[src/rtl/key_hash_if.sv]
// Key-word stream and hash-result signals of the key hash unit.
// The bench drives through master; key_hash_unit is the slave.
interface key_hash_if;
   logic [31:0] in_word;
   logic        in_valid;
   logic        in_last;
   logic        in_ready;
   logic [63:0] key_hash;
   logic        key_en;
   logic        key_err;

   modport master (
      output in_word, in_valid, in_last,
      input  in_ready, key_hash, key_en, key_err
   );

   modport slave (
      input  in_word, in_valid, in_last,
      output in_ready, key_hash, key_en, key_err
   );
endinterface

[src/rtl/key_hash_unit.sv]
// Absorbs a variable-length stream of 32-bit key words into a 64-bit hash.
// Keys longer than MAX_WORDS are drained and reported on key_err instead of key_en.
//
// state  | meaning
// ABSORB | accepting key words, mixing them into h
// FINAL  | last word absorbed; finalize h into key_hash
// OUT    | key_en visible; reload IV for the next key
// DRAIN  | key too long; discard words up to and including in_last
module key_hash_unit #(
   parameter int          MAX_WORDS = 8,
   parameter logic [63:0] HASH_IV   = 64'h0,
   parameter logic [31:0] SALT      = 32'h5A5A5A5A
) (
   input logic        clk,
   input logic        rst,
   key_hash_if.slave  bus
);

   localparam logic [7:0] MAX_CNT = 8'(MAX_WORDS);

   typedef enum logic [1:0] {
      ABSORB = 2'd0,
      FINAL  = 2'd1,
      OUT    = 2'd2,
      DRAIN  = 2'd3
   } state_t;

   state_t      state, state_nx;
   logic [63:0] h, h_nx;
   logic [7:0]  cnt, cnt_nx;
   logic [63:0] key_hash_q;
   logic        key_en_q, key_en_nx;
   logic        key_err_q, key_err_nx;
   logic        accept;
   logic [63:0] mix_t, mix_h, fin_h;

   assign bus.in_ready = (state == ABSORB) || (state == DRAIN);
   assign accept       = bus.in_valid && bus.in_ready;

   // mix: xor the word into both halves (low half salted), then rotate left by 13
   assign mix_t = h ^ {bus.in_word, bus.in_word ^ SALT};
   assign mix_h = {mix_t[50:0], mix_t[63:51]};
   assign fin_h = h ^ {h[31:0], h[63:32]};

   always_comb begin
      state_nx   = state;
      h_nx       = h;
      cnt_nx     = cnt;
      key_en_nx  = 1'b0;
      key_err_nx = 1'b0;
      case (state)
         ABSORB: begin
            if (accept) begin
               // cnt is compared before increment, so it never wraps
               if (cnt == MAX_CNT) begin
                  if (bus.in_last) begin
                     key_err_nx = 1'b1;
                     h_nx       = HASH_IV;
                     cnt_nx     = 8'd0;
                  end else begin
                     state_nx = DRAIN;
                  end
               end else begin
                  h_nx   = mix_h;
                  cnt_nx = cnt + 8'd1;
                  if (bus.in_last) state_nx = FINAL;
               end
            end
         end
         FINAL: begin
            key_en_nx = 1'b1;
            state_nx  = OUT;
         end
         OUT: begin
            h_nx     = HASH_IV;
            cnt_nx   = 8'd0;
            state_nx = ABSORB;
         end
         DRAIN: begin
            if (accept && bus.in_last) begin
               key_err_nx = 1'b1;
               h_nx       = HASH_IV;
               cnt_nx     = 8'd0;
               state_nx   = ABSORB;
            end
         end
         default: state_nx = ABSORB;
      endcase
   end

   always_ff @(posedge clk) begin
      if (rst) begin
         state      <= ABSORB;
         h          <= HASH_IV;
         cnt        <= 8'd0;
         key_hash_q <= 64'h0;
         key_en_q   <= 1'b0;
         key_err_q  <= 1'b0;
      end else begin
         state     <= state_nx;
         h         <= h_nx;
         cnt       <= cnt_nx;
         key_en_q  <= key_en_nx;
         key_err_q <= key_err_nx;
         if (state == FINAL) key_hash_q <= fin_h;
      end
   end

   assign bus.key_hash = key_hash_q;
   assign bus.key_en   = key_en_q;
   assign bus.key_err  = key_err_q;

endmodule

[src/flat_wrapper.sv]
// flat-port wrapper written by rule: the top's interface ports become plain ports
module key_hash_unit_flat 
#(
   parameter int          MAX_WORDS = 8,
   parameter logic [63:0] HASH_IV   = 64'h0,
   parameter logic [31:0] SALT      = 32'h5A5A5A5A
)
  (clk, rst, bus_in_word, bus_in_valid, bus_in_last, bus_in_ready, bus_key_hash, bus_key_en, bus_key_err);
  key_hash_if bus_i ();
  input logic clk;
  input logic rst;
  input wire logic [$bits(bus_i.in_word)-1:0] bus_in_word;
  input wire logic [$bits(bus_i.in_valid)-1:0] bus_in_valid;
  input wire logic [$bits(bus_i.in_last)-1:0] bus_in_last;
  output wire logic [$bits(bus_i.in_ready)-1:0] bus_in_ready;
  output wire logic [$bits(bus_i.key_hash)-1:0] bus_key_hash;
  output wire logic [$bits(bus_i.key_en)-1:0] bus_key_en;
  output wire logic [$bits(bus_i.key_err)-1:0] bus_key_err;
  assign bus_i.in_word = bus_in_word;
  assign bus_i.in_valid = bus_in_valid;
  assign bus_i.in_last = bus_in_last;
  assign bus_in_ready = bus_i.in_ready;
  assign bus_key_hash = bus_i.key_hash;
  assign bus_key_en = bus_i.key_en;
  assign bus_key_err = bus_i.key_err;
  key_hash_unit #(.MAX_WORDS(MAX_WORDS), .HASH_IV(HASH_IV), .SALT(SALT)) u_core (.clk(clk), .rst(rst), .bus(bus_i));
endmodule
[config.mk]
export PLATFORM = sky130hd
export DESIGN_NAME = key_hash_unit_flat
export DESIGN_NICKNAME = d
export VERILOG_FILES = /design/src/rtl/key_hash_if.sv /design/src/rtl/key_hash_unit.sv /design/src/flat_wrapper.sv
export SDC_FILE = /design/constraint.sdc
export NUM_CORES = 1
export LEC_CHECK = 0
export CAP_MARGIN = 20
export CORE_MARGIN = 4
export CORE_UTILIZATION = 35
export DETAILED_ROUTE_END_ITERATION = 8
export GPL_TIMING_DRIVEN = 1
export RECOVER_POWER = 25
export SYNTH_ARGS = -nofsm -noshare
export SYNTH_HDL_FRONTEND = slang
export SYNTH_SLANG_ARGS = --single-unit
[constraint.sdc]
create_clock -name clk -period 2.1 [get_ports clk]
set_clock_uncertainty 0.2 [all_clocks]
set_input_delay 0.42 -clock clk [delete_from_list [all_inputs] [get_ports clk]]
set_output_delay 0.42 -clock clk [all_outputs]
set_load 0.005 [all_outputs]
==> impl_metrics.toml, run 1 <==
[synthesis]
syn-num-nets = 644
synth.distinct_cells = 35
syn-cell-area_sq_mm = 0.005609
seq_area_frac_synth = 0.3855
ys_warn_count = 0
avgSynthCellArea_sq_um = 9.317
yosysTopAreaCell = "dfxtp_1"
synth.top_cell.area_share = 0.3855
ys_top_cells_by_area = "dfxtp_1 (39%), mux2i_1 (12%), nand2b_1 (8.1%), xor2_1 (7.7%), xnor2_1 (7.5%)"
ys_ff_latch = 108
synth_cells = 602

[floorplanning]
row_count = 46
initial_core_util = 0.3557
core_area_sq_mm = 0.01577
die_height_microns = 134.6
io_pins = 103
die-width_microns = 134.6
dieArea_sq_mm = 0.01812

[routing]
via_count = 4194
viasPerCell = 4.670
ant_nets = 0
wire_per_inst_microns = 14.76
drt_iter0_drc = 204
drc = 0
first_pass_iters = 4
wirelength_microns = 13250

[place]
dpl_cell_area_sq_mm = 0.006718
numPlacedInstances = 875
place_hpwl_microns = 9434
post-place-ws_ns = -0.1026
place_congestion = 0.8104
port_buffers = 102

[timing]
fin_setup_tns_ns = 0
setup_ws_ns = 0.02371
final-max-slew-violation-count = 0
setup_viol = 0
period_minus_slack_ns = 2.076
period_share = 0.9887
max_freq_mhz = 481.6
tightest_slew_ns = 0.5439
hold_ws_ns = 0.3026
slew_headroom = 0.6374
rsz0062_at_grt = "true"
hold_viol = 0

[final_layout]
layout.cells.non_filler = 898
antenna_cells = 0
areaGrowthSynthToFinish_pct = 27.50
fin_nets = 719
utilization = 0.4535
drive_gt1_frac = 0.08798
fin_area_sq_mm = 0.007152
final_cell_mix = "dfxtp_1 (106), clkdlybuf4s50_1 (100), nand2b_1 (73)"
layout_commonest_cell = "dfxtp_1"

[worst_setup_path]
startpoint = "u_core.state[0]"
cp_data_required_time_ns = 2.16
crit_arrival_ns = 2.14
startpoint_type = "flip-flop"
crit_type = "reg -> reg"
cp-end-kind = "flip-flop"
r2r_start = "u_core.state[0]"
slowest_stage = "or4_4"
path_max_fanout = 5
slowest_delay_ns = 0.48
worstPathCellList = "inv_2 > ha_2 > or3_4 > a31o_4 > or4_4 > o211ai_1"

[clock_network]
clk_latency_ns = 0.34
cts_root_buffer = "clkbuf_16"
cts.sink_count = 108
path_clk_slew_ns = 0.07
clock_path_buffers = 2
cts_buffers = 9
cts_tree = "yes"
cts_max_level = 3

[grt]
grt_pass1_vias = 4081
antenna_found_initial = 0
overflow = 0
grt_use_total = 0.1447
grt_max_degree = 60
grt_pass1_wl_microns = 20980

[run_status]
status = "finished clean"

[hold_path]
worstHoldStart = "u_core.bus.key_hash[42]"
min_path_type = "reg -> reg"

[power]
power.density_mw_per_mm2 = 798.2
leakagePower_nw = 2.676
fin_total_pwr_mw = 5.708
ir_worst_vdd_v = 0.0004072

[run]
cap_violations = 0
==> flip-flops by register name, summed over array words and instances, names as in the netlist <==
register and cells:
u_core.bus.key_err 1, u_core.bus.key_en 1, u_core.state 2, u_core.cnt 8, u_core.h 64, u_core.bus.key_hash 32
==> synthesized netlist by cell type, drive strengths merged <==
cell       n
nand3      7
or4        4
a21oi      2
o21bai     1
clkbuf    19
dfxtp    108
nand2     69
inv        7
a211oi    33
o22a       1
nand4      1
xnor2     48
nor4       1
o32ai      2
nor3b      1
nor4b      2
a2bb2oi    1
nor2      34
nand2b    73
buf       47
nor2b      1
a31o       1
or3        2
or2        2
xor2      49
o211ai     7
ha         6
a31oi      4
mux2i     65
nand3b     4
==> cell type report <==
type                       count  area (sq um)
fill                        1488          8618
timing repair buffer         130          1378
clock inverter                 5         28.78
multi-input combinational    421          3049
tap                          216         270.3
clock buffer                  11         232.7
sequential                   108          2167
inverter                       7         26.28
==> critical path, delay by kind of cell (launching register included) <==
kind,cells,cell delay [ns]
and+or+nand+nor,2,0.88
DFF,1,0.36
AOI/OAI and AO/OA,2,0.34
adders and majority gates,1,0.18
buffers and inverters,1,0.05
==> power breakdown <==
part | switching, mW | internal (mW) | leakage [nW]
registers | 0.263 | 2.31 | 0.887
clock network | 0.736 | 0.800 | 0.133
logic | 0.710 | 0.894 | 1.66
total | 1.71 | 4.00 | 2.68
==> what timing repair did <==
item | CTS | global route
gates resized for setup | 11 | 9
pin swaps | 0 | 2
hold endpoints to repair | 0 | 0
gates cloned | 3 | 0
hold buffers | 0 | 0
buffers inserted | 4 | 2
endpoints found under the setup margin | 72 | 72
==> path summary, 6_finish.rpt <==
kind,end,slack [ns],cells after the start
worst max-delay path,u_core.cnt[6],0.02,6
worst min-delay path,u_core.bus.key_hash[42],0.30,2
worst max register to register,u_core.cnt[6],0.02,6
worst min register to register,u_core.bus.key_hash[42],0.30,2
==> logic make-up (layout without fill, tap and decap cells) <==
group,after synthesis,after routing,share of synthesized area
compound gates,52,52,0.07004
xor+xnor,97,97,0.1515
fa+ha+maj,6,6,0.01338
buf+inv,73,153,0.08142
flops,108,108,0.3855
mux,65,65,0.1160
simple gates,201,201,0.1822
==> per-layer routing <==
metal,wire length (microns),GRT usage,part of all wire,vias up
li1,-,-,-,2110
met1,6666,0.2089,0.50,1970
met2,5765,0.2215,0.44,102
met3,639,0.02310,0.048,12
met4,178,0.04695,0.013,0
met5,0,0,0,-
Power figures use the tool's default switching activity.
==> run 2, diff against run 1 <==
--- a/config.mk
+++ b/config.mk
@@ -14,3 +14,4 @@
 export SYNTH_ARGS = -nofsm -noshare
 export SYNTH_HDL_FRONTEND = slang
 export SYNTH_SLANG_ARGS = --single-unit
+export TNS_END_PERCENT = 20
==> constraint.sdc (replaced) <==
create_clock -name clk -period 2.2 [get_ports clk]
set_clock_uncertainty 0.2 [all_clocks]
set_input_delay 0.44 -clock clk [delete_from_list [all_inputs] [get_ports clk]]
set_output_delay 0.44 -clock clk [all_outputs]
set_load 0.005 [all_outputs]
==> run 2 against run 1 <==
Register-to-register slack improved by 0.04 ns. Sequential power decreased by 4%. Clock power increased by 23%. Largest cell class unchanged. Die area unchanged. Combinational power decreased by 6%.
==> impl_metrics.toml, run 2 (synthesis results as in run 1) <==
[worst_setup_path]
crit_type = "reg -> reg"
r2r_end = "u_core.h[63]"
cp_data_required_time_ns = 2.28
r2r_start = "u_core.state[1]"
startpoint_type = "flip-flop"
reg2reg_slack_ns = 0.07
slowest_stage = "or3_4"
r2r_cells = 9
crit_arrival_ns = 2.21
path_max_fanout = 11
cp-end-kind = "flip-flop"
worstPathCellList = "buf_4 > ha_2 > or3_4 > buf_4 > a31oi_4 > buf_12 > clkbuf_16 > nand2_1 > mux2i_1"
slowest_delay_ns = 0.35
crit_path_frequent_cell = "buf_4"

[power]
ir_worst_vdd_v = 0.0004552
power.density_mw_per_mm2 = 815.9
leakagePower_nw = 2.702
fin_total_pwr_mw = 5.860

[routing]
ant_nets = 0
first_pass_iters = 7
via_count = 4160
drt_iter0_drc = 217
drc = 0
viasPerCell = 4.658
wirelength_microns = 13570
wire_per_inst_microns = 15.19

[final_layout]
top_register = "u_core.h"
layout.cells.non_filler = 893
antenna_cells = 0
fin_area_sq_mm = 0.007183
layout_commonest_cell = "dfxtp_1"
drive_gt1_frac = 0.07386
fillers = 1521
fin_nets = 714
final_cell_mix = "dfxtp_1 (107), clkdlybuf4s50_1 (93), nand2b_1 (73)"
largest_reg_flops = 64
areaGrowthSynthToFinish_pct = 28.06

[clock_network]
cts_max_level = 3
clk_latency_ns = 0.36
cts_root_buffer = "clkbuf_16"
clock_path_buffers = 2
cts_buffers = 9
cts_tree = "yes"
path_clk_slew_ns = 0.07
cts.sink_count = 108

[timing]
setup_ws_ns = 0.06518
rsz0062_at_grt = "false"
hold_viol = 0
period_minus_slack_ns = 2.135
setup_viol = 0
final-max-slew-violation-count = 0
slew_headroom = 0.5522
tightest_slew_ns = 0.6717
max_freq_mhz = 468.4
period_share = 0.9704

[grt]
antenna_found_initial = 0
grt_max_degree = 73
grt_use_total = 0.1453
grt_pass1_vias = 4066
overflow = 0
grt_pass1_wl_microns = 21000

[place]
dpl_cell_area_sq_mm = 0.006673
post-place-ws_ns = -0.05098
numPlacedInstances = 869
place_hpwl_microns = 9488
place_congestion = 0.7754
port_buffers = 102

[floorplanning]
initial_core_util = 0.3557
row_count = 46
die-width_microns = 134.6
io_pins = 103
die_height_microns = 134.6
core_area_sq_mm = 0.01577
dieArea_sq_mm = 0.01812

[hold_path]
min_to = "u_core.cnt[2]"
min_path_type = "in -> reg"
whs_path_depth = 3
worstHoldStart = "rst"

[run]
cap_violations = 0

[run_status]
status = "finished clean"
run 2: cell types whose count changed in the layout (fill, tap and decap cells not counted), sizes merged, moves of 3 or more:
cell,delta
clkinv,-5
clkdlybuf4s50,-7
bufinv,+3
clkbuf,+5
dlygate4sd3,+7
buf,-9
run 2: power by group:
group	internal [mW]	leakage (nW)	switching (mW)
combinational	0.829	1.65	0.672
clock	1.15	0.166	0.755
sequential	2.20	0.886	0.255
run 2: repair_timing:
action                                  in CTS  in global routing
hold buffers                                 0                  0
cloned                                       0                  5
pin swaps                                    0                  1
buffers inserted                             1                  2
endpoints found under the setup margin      42                 46
gates resized for setup                      6                  3
run 2: metal layers:
metal,vias up,global-route usage,wire [microns]
li1,2102,-,-
met1,1958,0.2074,6853
met2,89,0.2193,5888
met3,11,0.03316,646
met4,0,0.04412,178
met5,-,0,0
run 2: worst max path at each step:
stage | start | to | cells after the start
2_1_floorplan | u_core.state[0] | u_core.cnt[4] | 6
3_3_place_gp | u_core.state[0] | u_core.cnt[3] | 6
3_5_place_dp | u_core.state[0] | u_core.h[10] | 8
4_1_cts | u_core.state[1] | u_core.cnt[7] | 8
5_1_grt | u_core.cnt[3] | u_core.cnt[2] | 5
6_report | u_core.state[1] | u_core.h[63] | 9
run 2: critical path: cells and delay by family (launching register included):
kind | cells | cell delay (ns)
buffers and inverters | 4 | 0.64
multiplexers | 1 | 0.14
AO/OA/AOI/OAI | 1 | 0.16
flip-flops | 1 | 0.34
AND/OR/NAND/NOR | 2 | 0.41
adder cells (fa/ha/maj) | 1 | 0.16
run 2: cell type report:
type	count	area, sq um	area share
well taps	216	270.3	0.03762
clock buffers	11	242.7	0.03379
multi-input cells	421	3028	0.4215
repair buffers	125	1344	0.1871
clock inverters	5	106.4	0.01481
flip-flops and latches	108	2166	0.3015
inverters	7	26.28	0.003658
run 2: through the flow:
step	hold WS [ns]	setup TNS [ns]	utilization
floorplan	0.2785	0	-
global placement	0.2932	0	0.4231
detailed placement	0.2969	-0.5400	0.4231
CTS	0.2266	0	0.4469
global route	0.2552	0	0.4555
finish	0.2401	0	0.4555
==> run 3, diff against run 2 <==
--- a/config.mk
+++ b/config.mk
@@ -9,7 +9,7 @@
 export CORE_MARGIN = 4
 export CORE_UTILIZATION = 35
 export DETAILED_ROUTE_END_ITERATION = 8
-export GPL_TIMING_DRIVEN = 1
+export GPL_TIMING_DRIVEN = 0
 export RECOVER_POWER = 25
 export SYNTH_ARGS = -nofsm -noshare
 export SYNTH_HDL_FRONTEND = slang
==> run 3 against run 2 <==
Power is 0.13% higher. Flip-flop and latch count unchanged. Critical endpoint is now u_core.cnt[5]. Global-route usage is 3.0 points higher. Critical path depth fell by 3. Worst setup slack better by 0.0012 ns.
==> impl_metrics.toml, run 3 (synthesis results as in run 1) <==
[run_status]
status = "finished clean"

[worst_setup_path]
r2r_start = "u_core.state[0]"
worstPathCellList = "inv_2 > ha_1 > or3_4 > a31o_4 > or4_1 > o211ai_1"
r2r_end = "u_core.cnt[5]"
slowest_stage = "or4_1"
reg2reg_slack_ns = 0.07
slowest_delay_ns = 0.47
cp_data_required_time_ns = 2.27
r2r_cells = 6
crit_type = "reg -> reg"
path_max_fanout = 5
startpoint_type = "flip-flop"
crit_arrival_ns = 2.20
cp-end-kind = "flip-flop"

[floorplanning]
row_count = 46
io_pins = 103
core_area_sq_mm = 0.01577
die_height_microns = 134.6
dieArea_sq_mm = 0.01812
die-width_microns = 134.6
initial_core_util = 0.3557

[timing]
hold_viol = 0
rsz0062_at_grt = "true"
period_minus_slack_ns = 2.134
period_share = 0.9698
tightest_slew_ns = 0.5958
final-max-slew-violation-count = 0
setup_viol = 0
slew_headroom = 0.6028
max_freq_mhz = 468.7

[hold_path]
whs_path_depth = 3
min_path_type = "in -> reg"
worstHoldStart = "rst"
min_to = "u_core.state[0]"

[final_layout]
areaGrowthSynthToFinish_pct = 31.01
fin_nets = 761
layout_commonest_cell = "dfxtp_1"
largest_reg_flops = 64
antenna_cells = 0
final_cell_mix = "dfxtp_1 (106), nand2b_1 (73), nand2_1 (69)"
fin_area_sq_mm = 0.007348
top_register = "u_core.h"
fillers = 1536
layout.cells.non_filler = 940
drive_gt1_frac = 0.1091

[power]
p_int_mw = 4.079
p_comb_frac = 0.275
seq_power_share = 0.419
fin_total_pwr_mw = 5.868
swShare = 0.3049
power.switching_mw = 1.789
leakagePower_nw = 2.916
power.density_mw_per_mm2 = 798.6
ir_worst_vdd_v = 0.0004643
clockPowerShare = 0.306

[routing]
drt_iter0_drc = 249
ant_nets = 0
wirelength_microns = 15860
first_pass_iters = 5
wire_per_inst_microns = 16.87
viasPerCell = 4.705
drc = 0
via_count = 4423

[place]
place_congestion = 0.8359
dpl_cell_area_sq_mm = 0.006890
numPlacedInstances = 919
port_buffers = 101
place_hpwl_microns = 11840

[grt]
grt_max_degree = 19
grt_use_total = 0.1750
grt_pass1_vias = 4403
antenna_found_initial = 0
grt_pass1_wl_microns = 24580
overflow = 0

[clock_network]
cts_max_level = 3
path_clk_slew_ns = 0.08
cts_tree = "yes"
cts_buffers = 9
postCtsHoldBufs = 0
cts_root_buffer = "clkbuf_16"
clock_path_buffers = 2
clk_latency_ns = 0.35
cts.sink_count = 108

[run]
cap_violations = 0
==> run 3: changes by cell type in the layout (fill, tap and decap cells not counted), moves of 2 or more <==
cell             change
clkbuf_16            -4
clkdlybuf4s50_1     -29
buf_6                +8
dlygate4sd3_1       +29
clkbuf_1            +14
buf_1                +4
buf_12               -4
buf_4               +29
clkinv_4             +2
==> run 3: stage by stage <==
step                hold WS, ns  utilization  setup WS, ns  setup TNS (ns)
floorplan                0.2785            -        0.1391               0
CTS                      0.2957       0.4622     -0.004225       -0.004225
global route             0.3160       0.4660      -0.01384        -0.05772
detailed placement       0.2981       0.4369       -0.4419          -25.39
global placement         0.2966       0.4369       -0.4404          -25.16
finish                   0.2976       0.4660       0.06637               0
==> run 3: power groups by stage <==
stage                     registers [mW]  logic (mW)  clock network, mW
after floorplan                     2.45       0.958                  0
after global routing                2.50        1.75               1.88
after CTS                           2.46        1.63               1.81
after global placement              2.49        1.58                  0
after detailed placement            2.51        1.60                  0
final                               2.46        1.62               1.79
==> run 3: how the worst max path moves through the flow <==
stage / from / to
CTS: u_core.state[0] / u_core.h[21]
global route: u_core.state[1] / u_core.h[31]
global placement: u_core.state[0] / u_core.h[40]
finish: u_core.state[0] / u_core.cnt[5]
floorplan: u_core.state[0] / u_core.cnt[4]
detailed placement: u_core.state[0] / u_core.h[8]
==> run 3: area by class of cell <==
type / instances / area [sq um] / share of cell area
buffer: 66 / 473.0 / 0.06436
clock inverter: 6 / 95.09 / 0.01294
sequential: 108 / 2167 / 0.2949
multi-input combinational: 421 / 3028 / 0.4121
clock buffer: 10 / 229.0 / 0.03116
inverter: 7 / 26.28 / 0.003576
tap: 216 / 270.3 / 0.03678
timing repair buffer: 106 / 1060 / 0.1442
==> run 3: what timing repair did <==
item	CTS	global route
endpoints found under the setup margin	72	65
setup buffers	2	3
gates resized for setup	21	12
==> run 3: critical path: cells and delay by family, from the launching register on <==
kind                     cells  cell delay, ns
AO/OA/AOI/OAI                2            0.34
AND/OR/NAND/NOR              2            0.88
adder cells (fa/ha/maj)      1            0.21
buffers and inverters        1            0.06
flip-flops                   1            0.37
==> run 3: per-layer routing <==
metal  GRT usage  routed length [microns]
met5           0                        0
met4     0.06222                      352
met3     0.02012                      817
met2      0.2804                     7175
met1      0.2446                     7517
